[src/rtl/hub_slot.sv]
// hub_slot: round-robin hub memory sequencer with a two-stage grant/return pipeline.
// Optional HUB_SLOT_STEAL_EN hands an idle slot to the next waiting cog in rotation order.
module hub_slot #(
  parameter int unsigned COGS = 8
) (
  input  logic                      clk_cog,
  input  logic                      nres,
  input  logic                      ena_bus,
  input  logic [COGS-1:0]           req,
  input  logic [COGS-1:0]           cog_w,
  input  logic [4*COGS-1:0]         cog_wb,
  input  logic [14*COGS-1:0]        cog_a,
  input  logic [32*COGS-1:0]        cog_d,
  output logic                      mem_ena,
  output logic                      mem_w,
  output logic [3:0]                mem_wb,
  output logic [13:0]               mem_a,
  output logic [31:0]               mem_d,
  input  logic [31:0]               mem_q,
  output logic [COGS-1:0]           ack,
  output logic [31:0]               rdata,
  output logic [$clog2(COGS)-1:0]   slot
);

  localparam int unsigned SW = $clog2(COGS);

  logic [SW-1:0]   r_slot;
  logic            r_mem_valid;
  logic            r_mem_w;
  logic [3:0]      r_mem_wb;
  logic [13:0]     r_mem_a;
  logic [31:0]     r_mem_d;
  logic [COGS-1:0] r_pend;
  logic            r_s1_vld;
  logic [SW-1:0]   r_s1_own;
  logic            r_s2_vld;
  logic [SW-1:0]   r_s2_own;
  logic [COGS-1:0] r_ack;
  logic [31:0]     r_rdata;

  logic [COGS-1:0] w_avail;
  logic            w_gnt_vld;
  logic [SW-1:0]   w_gnt_own;
  logic [COGS-1:0] w_gnt_mask;
  logic [COGS-1:0] w_ret_mask;

  // pending is sampled pre-edge, so an ack and regrant of one cog never coincide
  assign w_avail = req & ~r_pend;

  always_comb begin
    w_gnt_vld = 1'b0;
    w_gnt_own = r_slot;
`ifdef HUB_SLOT_STEAL_EN
    for (int unsigned i = 0; i < COGS; i++) begin
      if (!w_gnt_vld && w_avail[r_slot + SW'(i)]) begin
        w_gnt_vld = 1'b1;
        w_gnt_own = r_slot + SW'(i);
      end
    end
`else
    w_gnt_vld = w_avail[r_slot];
`endif
  end

  always_comb begin
    w_gnt_mask = '0;
    w_gnt_mask[w_gnt_own] = w_gnt_vld;
    w_ret_mask = '0;
    w_ret_mask[r_s2_own] = r_s2_vld;
  end

  always_ff @(posedge clk_cog or negedge nres) begin
    if (!nres) begin
      r_slot      <= '0;
      r_mem_valid <= 1'b0;
      r_mem_w     <= 1'b0;
      r_mem_wb    <= '0;
      r_mem_a     <= '0;
      r_mem_d     <= '0;
      r_pend      <= '0;
      r_s1_vld    <= 1'b0;
      r_s1_own    <= '0;
      r_s2_vld    <= 1'b0;
      r_s2_own    <= '0;
      r_ack       <= '0;
      r_rdata     <= '0;
    end else if (ena_bus) begin
      r_slot <= r_slot + SW'(1);
      if (w_gnt_vld) begin
        r_mem_valid <= 1'b1;
        r_mem_w     <= cog_w[w_gnt_own];
        r_mem_wb    <= cog_wb[4*w_gnt_own +: 4];
        r_mem_a     <= cog_a[14*w_gnt_own +: 14];
        r_mem_d     <= cog_d[32*w_gnt_own +: 32];
      end else begin
        r_mem_valid <= 1'b0;
        r_mem_w     <= 1'b0;
      end
      r_s1_vld <= w_gnt_vld;
      r_s1_own <= w_gnt_own;
      r_s2_vld <= r_s1_vld;
      r_s2_own <= r_s1_own;
      r_ack    <= w_ret_mask;
      if (r_s2_vld) begin
        r_rdata <= mem_q;
      end
      r_pend <= (r_pend | w_gnt_mask) & ~w_ret_mask;
    end
  end

  assign mem_ena = ena_bus & r_mem_valid;
  assign mem_w   = r_mem_w;
  assign mem_wb  = r_mem_wb;
  assign mem_a   = r_mem_a;
  assign mem_d   = r_mem_d;
  assign ack     = r_ack;
  assign rdata   = r_rdata;
  assign slot    = r_slot;

endmodule
[config.mk]
export PLATFORM = sky130hd
export DESIGN_NAME = hub_slot
export DESIGN_NICKNAME = d
export VERILOG_FILES = /design/src/rtl/hub_slot.sv
export SDC_FILE = /design/constraint.sdc
export NUM_CORES = 1
export LEC_CHECK = 0
export CAP_MARGIN = 10
export CELL_PAD_IN_SITES_DETAIL_PLACEMENT = 1
export CELL_PAD_IN_SITES_GLOBAL_PLACEMENT = 2
export CORE_AREA = 2 2 212 214
export CTS_CLUSTER_DIAMETER = 60
export CTS_CLUSTER_SIZE = 30
export DETAILED_ROUTE_END_ITERATION = 6
export DIE_AREA = 0 0 214 216
export PLACE_DENSITY_LB_ADDON = 0.08
export SLEW_MARGIN = 20
export SYNTH_ARGS = -nofsm -noshare
export SYNTH_HDL_FRONTEND = slang
export SYNTH_SLANG_ARGS = --single-unit
[constraint.sdc]
create_clock -name clk_cog -period 2.5 [get_ports clk_cog]
set_input_delay 0.25 -clock clk_cog [delete_from_list [all_inputs] [get_ports clk_cog]]
set_output_delay 0.25 -clock clk_cog [all_outputs]
set_load 0.01 [all_outputs]
==> flow_summary.yaml, run 1 <==
run_status:
  outcome: "complete, no violations"
die:
  io_pins: 546
  die_width_um: 214
  design.core.area_mm2: 0.04384
  dieArea_mm2: 0.04622
  die_y_um: 216
  floorplan.rows: 77
  start_util: 0.1756
synthesis:
  synth.yosys.seq_area_share: 0.3577
  number_of_unique_standard_cell_types_used_by_synthesis: 54
  yosys_most_used_dff: "dfrtp_1"
  post-synth-top-area-cell: "dfrtp_1"
  synth_warnings: 0
  yosys.area.top_type_share: 0.3577
  ys_seq_elements: 110
  synthesis.instances: 708
  postSynthNetCount: 1160
  synth_enable_flop_cells: 0
  yosys-top-cells-area: "dfrtp_1 36%, mux2_2 13%, mux4_2 13%, nand2_1 4.2%, mux2i_1 3.4%"
  async_flop_share: 1.000
  mappedNetlistArea_mm2: 0.007696
  post_synth.cell_area_avg_um2: 10.87
critical_path:
  critPathMaxFanout: 30
  critPathCaptureType: "flip-flop"
  timing.critical_path.arrival_ps: 2620
  r2r.worst_path.cells: 5
  cp-startpoint: "slot[1]"
  timing.setup.critical_path_class: "flip-flop to flip-flop"
  setup.worst_path.end: "mem_a[9]"
  crit-reg2reg-launch: "slot[1]"
  worstPathRequired_ps: 2780
  critical_path.reg2reg.endpoint: "mem_a[9]"
  reg2reg_slack_ps: 160
  timing.critical_path.from_type: "flip-flop"
power_and_ir_drop:
  p_clk_frac: 0.119
  p_per_area_mw_per_mm2: 1002
  combinationalPowerShare: 0.656
  p_sw_frac: 0.4049
  switching_power_uw: 5799
  internal_power_consumption_uw: 8523
  p_seq_frac: 0.225
  power_leakage_uw: 0.005528
  max-vdd-ir-drop_uv: 447.2
timing:
  worst-slew-pin-transition_ps: 996.2
  hold-worst-slack_ps: 315.8
  setup-violations-final: 0
  rsz0062_at_grt: "no"
  max_slew_margin: 0.3345
  clock-skew-final_ps: 11.09
  finalCriticalPeriod_ps: 2339
  clock.fmax_ghz: 0.4275
  slew_viol_final: 0
  min_period_over_period: 0.9357
  timing_hold_violations_final: 0
run:
  cap_violations: 0
global_route:
  vias_in_the_first_global_route: 8918
  track_usage: 0.1813
  antenna_found_initial: 6
  grt_first_pass_wirelength_mm: 61.08
  globalRouteOverflowTotal: 0
  grt_start_max_net_pins: 65
route:
  drc: 0
  ant_nets: 0
  detail_route.wl_per_cell_um: 23.19
  detailedRoute.firstIterationViolations: 279
  wl_mm: 42.44
  num_vias: 8032
  drt-vias-per-instance: 4.389
  drt-pass1-iter-count: 4
cts:
  h-tree-depth: 3
  clock_tree.root_cell: "clkbuf_16"
  numCtsBuffers: 9
  cts.reportedPaths.clkPinSlew_ps: 80
  clockBufferDepth: 2
  tritoncts: "built"
  clock_sink_count: 110
  clk_latency_ps: 390
  post-cts-setup-buffer-count: 0
finish:
  layout_cell_share_with_drive_strength_beyond_1: 0.1617
  final_core_utilization: 0.3261
  area_growth_pct: 85.74
  finalInstanceArea_mm2: 0.01430
  nNetsFinal: 1684
worst_hold_path:
  min-delay-path-class: "input pin to async pin"
place:
  place.gp.congestion: 0.7772
  post_detailed_placement_cell_area_mm2: 0.01394
  detailedPlacementHpwl_mm: 34.74
  count_of_input_and_output_buffers: 545
## routing by layer
metal  part of all wire  vias to the layer above  global-route usage
li1                   -                     3733                   -
met1               0.41                     3970              0.2130
met2               0.50                      278              0.3160
met3              0.068                       41             0.05906
met4              0.018                       10             0.04895
met5             0.0016                        -                   0
## layout make-up
cell class,instances,area (um^2)
Fill cell,4955,29540
Timing Repair Buffer,579,5836
Multi-Input combinational cell,507,4521
Sequential cell,110,2764
Tap cell,592,740.7
Clock buffer,10,239.0
Clock inverter,6,98.84
Inverter,25,93.84
Antenna cell,1,2.502
## synthesized netlist by cell type (5+ instances only)
| master | number |
|---|---|
| a2111oi_0 | 5 |
| a21oi_1 | 17 |
| a221o_1 | 17 |
| a221oi_1 | 21 |
| a22oi_1 | 9 |
| and3_1 | 9 |
| and3b_1 | 6 |
| buf_1 | 8 |
| buf_2 | 27 |
| buf_6 | 7 |
| clkbuf_1 | 23 |
| dfrtp_1 | 110 |
| inv_1 | 24 |
| mux2_1 | 18 |
| mux2_2 | 90 |
| mux2i_1 | 26 |
| mux4_2 | 44 |
| nand2_1 | 87 |
| nand3_1 | 13 |
| nand3b_1 | 15 |
| nor2_1 | 19 |
| nor2b_1 | 11 |
| nor3b_1 | 9 |
| o21ai_0 | 23 |
| o21ai_1 | 8 |
| or3b_2 | 9 |
## worst max-delay path: stages, from the launching register on
cell and delay (ps):
dfrtp_4 560, and3b_1 220, a32o_1 300, o41ai_4 480
buf_12 270, mux2_2 360
## power by group through the flow
| stage | combinational (uW) | sequential (uW) | clock, uW |
|---|---|---|---|
| final | 9390 | 3220 | 1710 |
| after global routing | 10200 | 3360 | 1880 |
| after CTS | 9640 | 3240 | 1830 |
| after detailed placement | 9610 | 3260 | 0 |
| after global placement | 9590 | 3230 | 0 |
| after floorplan | 4930 | 3430 | 0 |
## layout by cell type (no fill, tap or decap), types with 6 or more instances in the layout
master and instances:
dfrtp_1 107, mux2_1 18, a21oi_1 17, and3_1 9
nor2b_1 11, o21ai_1 8, buf_12 10, clkbuf_16 9
nand3b_1 15, clkdlybuf4s50_1 544, mux2i_1 26, inv_1 24
nor3b_1 9, buf_4 24, mux4_2 44, a221o_1 17
and3b_1 6, o21ai_0 23, nand2_1 87, nand3_1 13
or3b_2 9, a22oi_1 9, a221oi_1 21, mux2_2 90
nor2_1 19
## registers in the layout (all words and copies together) (netlist names)
name and flops:
r_pend 8, mem_a 14, slot 3, ack 8, r_s2_own 3, r_s1_own 3, rdata 32, mem_w 1
mem_d 32, r_mem_valid 1, r_s2_vld 1, mem_wb 4
## worst min path at each step
stage / from / endpoint / depth (start not counted) / slack (ps)
floorplan: nres / ack[0] / 0 / -50
global placement: nres / rdata[18] / 1 / 190
detailed placement: nres / rdata[18] / 1 / 190
CTS: nres / rdata[18] / 2 / 290
global route: nres / rdata[18] / 2 / 330
finish: nres / rdata[18] / 2 / 320
## timing repair
| item | CTS | global route |
|---|---|---|
| gates cloned | 0 | 0 |
| resized for setup | 1 | 2 |
| setup endpoints to repair | 1 | 2 |
| endpoints found under the hold margin | 20 | 0 |
| hold buffers | 1 | 0 |
## metrics by stage
stage          power, uW  std cells  TNS (ps)  setup WS (ps)
2_1_floorplan       8361        708         0          197.4
3_3_place_gp       12820       1812    -116.8         -116.8
3_5_place_dp       12870       1812    -115.7         -115.7
4_1_cts            14710       1829         0          25.34
5_1_grt            15470       1830         0          32.03
6_report           14320       1830         0          160.9
## kinds of logic (layout without fill, tap and decap cells)
| family | count (synthesis) | after routing | share of synthesized area |
|---|---|---|---|
| xor+xnor | 2 | 2 | 0.002276 |
| other cells | 0 | 1 | 0 |
| compound gates | 126 | 126 | 0.1232 |
| buf+inv | 91 | 620 | 0.05609 |
| fa+ha+maj | 1 | 1 | 0.001625 |
| mux | 178 | 178 | 0.3206 |
| simple gates | 200 | 200 | 0.1385 |
| flops | 110 | 110 | 0.3577 |
Note: power is estimated with default switching activity, not from simulation.
==> inputs of run 2 (changes only) <==
CORE_AREA = 3 3 213 215   (was 2 2 212 214)
DIE_AREA = 0 0 216 218   (was 0 0 214 216)
==> run 2 against run 1 <==
Compared with the run above: flip-flop and latch count stayed put; via count decreased by 0.45%; utilization down 0.19 points; hold slack gained 110 ps; non-clock buffer count grew 5; critical endpoint unchanged.
==> flow_summary.yaml, run 2 (same netlist as run 1, synthesis figures left out) <==
finish:
  final-seq-area_mm2: 0.002764
  final_core_utilization: 0.3242
  final.fill_count: 4951
  layout_cell_share_with_drive_strength_beyond_1: 0.1637
  layout_commonest_cell: "clkdlybuf4s50_1"
  layout.cells.most_common_list: "544 x clkdlybuf4s50_1, 107 x dfrtp_1, 90 x mux2_2"
  nNetsFinal: 1689
  multiInputGateArea_mm2: 0.004516
  area_growth_pct: 85.09
route:
  drt-vias-per-instance: 4.357
  drc: 0
  ant_nets: 0
  num_vias: 7996
  detail_route.wl_per_cell_um: 23.92
  wl_mm: 43.89
  drt-pass1-iter-count: 4
  detailedRoute.firstIterationViolations: 260
critical_path:
  timing.setup.critical_path_class: "flip-flop to flip-flop"
  critPathMaxFanout: 31
  timing.critical_path.arrival_ps: 2630
  critPathCaptureType: "flip-flop"
  crit_path_max_incr_delay_ps: 600
  worstPathRequired_ps: 2760
  path_cells: "and3b_1 -> a32o_1 -> o41ai_4 -> buf_12 -> mux2_2"
  crit_slowest_cell: "dfrtp_4"
  timing.critical_path.from_type: "flip-flop"
place:
  place.gp.congestion: 0.7941
  count_of_input_and_output_buffers: 545
  detailedPlacementHpwl_mm: 36.26
run_status:
  outcome: "complete, no violations"
timing:
  max_slew_margin: 0.4294
  setup_total_negative_slack_ps: 0
  clock-skew-final_ps: 11.15
  rsz0062_at_grt: "no"
  setup-violations-final: 0
  worst-slew-pin-transition_ps: 852.7
  timing_hold_violations_final: 0
  finalCriticalPeriod_ps: 2370
  slew_viol_final: 0
  min_period_over_period: 0.9481
  clock.fmax_ghz: 0.4219
power_and_ir_drop:
  max-vdd-ir-drop_uv: 467.0
  total_power_uw: 14050
  power_leakage_uw: 0.005508
  p_per_area_mw_per_mm2: 986.6
die:
  dieArea_mm2: 0.04709
  die_y_um: 218
  start_util: 0.1752
  die_width_um: 216
  io_pins: 546
  design.core.area_mm2: 0.04393
  floorplan.rows: 77
global_route:
  vias_in_the_first_global_route: 8930
  grt_first_pass_wirelength_mm: 62.07
  antenna_found_initial: 13
  track_usage: 0.1798
  globalRouteOverflowTotal: 0
  grt_start_max_net_pins: 61
worst_hold_path:
  min-delay-path-class: "input pin to async pin"
cts:
  cts.reportedPaths.clkPinSlew_ps: 80
  h-tree-depth: 3
  clock_tree.root_cell: "clkbuf_16"
  clock_sink_count: 110
  clk_latency_ps: 380
  numCtsBuffers: 9
  tritoncts: "built"
  clockBufferDepth: 2
run:
  cap_violations: 0
[run 2: changes by cell type in the layout (fill, tap and decap cells not counted), moves of 2 or more]
cell | previous run | this run
diode_2 | 1 | 3
buf_4 | 24 | 30
bufinv_16 | 2 | 0
inv_8 | 2 | 0
a2111oi_0 | 3 | 5
[run 2: worst max-delay path, delay by kind of cell (launching register included)]
family	cells	cell delay, ps
AO/OA/AOI/OAI	2	750
multiplexers	1	360
flip-flops	1	600
buffers and inverters	1	270
AND/OR/NAND/NOR	1	230
[run 2: what timing repair did]
action | in CTS | in global routing
buffers inserted | 0 | 0
resized for setup | 0 | 1
endpoints found under the setup margin | 0 | 3
endpoints found under the hold margin | 39 | 0
hold buffers | 1 | 0
[run 2: worst paths after layout]
check                           startpoint        end  slack, ps  cells past startpoint
worst max register to register     slot[2]   mem_a[9]        130                      5
worst min register to register    r_s2_vld   r_s2_vld        480                      1
worst min-delay path                  nres  rdata[20]        420                      2
worst max-delay path               slot[2]   mem_a[9]        130                      5
min in group clk_cog              r_s2_vld   r_s2_vld        480                      1
max in group asynchronous             nres  rdata[28]       1380                      3
[run 2: final cells by class]
cell class,instances,share of cell area
Clock inverter,5,0.002635
Sequential cell,110,0.1940
Clock buffer,9,0.01581
Antenna cell,3,0.0005270
Multi-Input combinational cell,507,0.3170
Inverter,25,0.006588
Tap cell,592,0.05200
Timing Repair Buffer,584,0.4114
[run 2: where the power goes]
part / switching [uW] / total [uW] / internal, uW
clock network: 776 / 1450 / 672
registers: 594 / 3260 / 2660
logic: 4410 / 9350 / 4930
total: 5780 / 14100 / 8270
[run 2: metrics by stage]
stage                     instance area, um^2  std cells  worst slack [ps]  hold WS, ps
after CTS                               14230       1832             110.9        443.8
after floorplan                          7696        708             197.4       -45.59
after global routing                    14240       1835             22.02        474.9
final                                   14240       1835             129.7        423.6
after detailed placement                13960       1817             118.6        319.1
after global placement                  13960       1817             140.8        313.7
[run 2: layer usage]
| metal | up-vias | wire, um | share of wire | track usage |
|---|---|---|---|---|
| met2 | 264 | 22570 | 0.51 | 0.3197 |
| met5 | - | 115 | 0.0026 | 0 |
| met1 | 3933 | 17360 | 0.40 | 0.2096 |
| met3 | 49 | 3149 | 0.072 | 0.05727 |
| li1 | 3732 | - | - | - |
| met4 | 18 | 692 | 0.016 | 0.04684 |
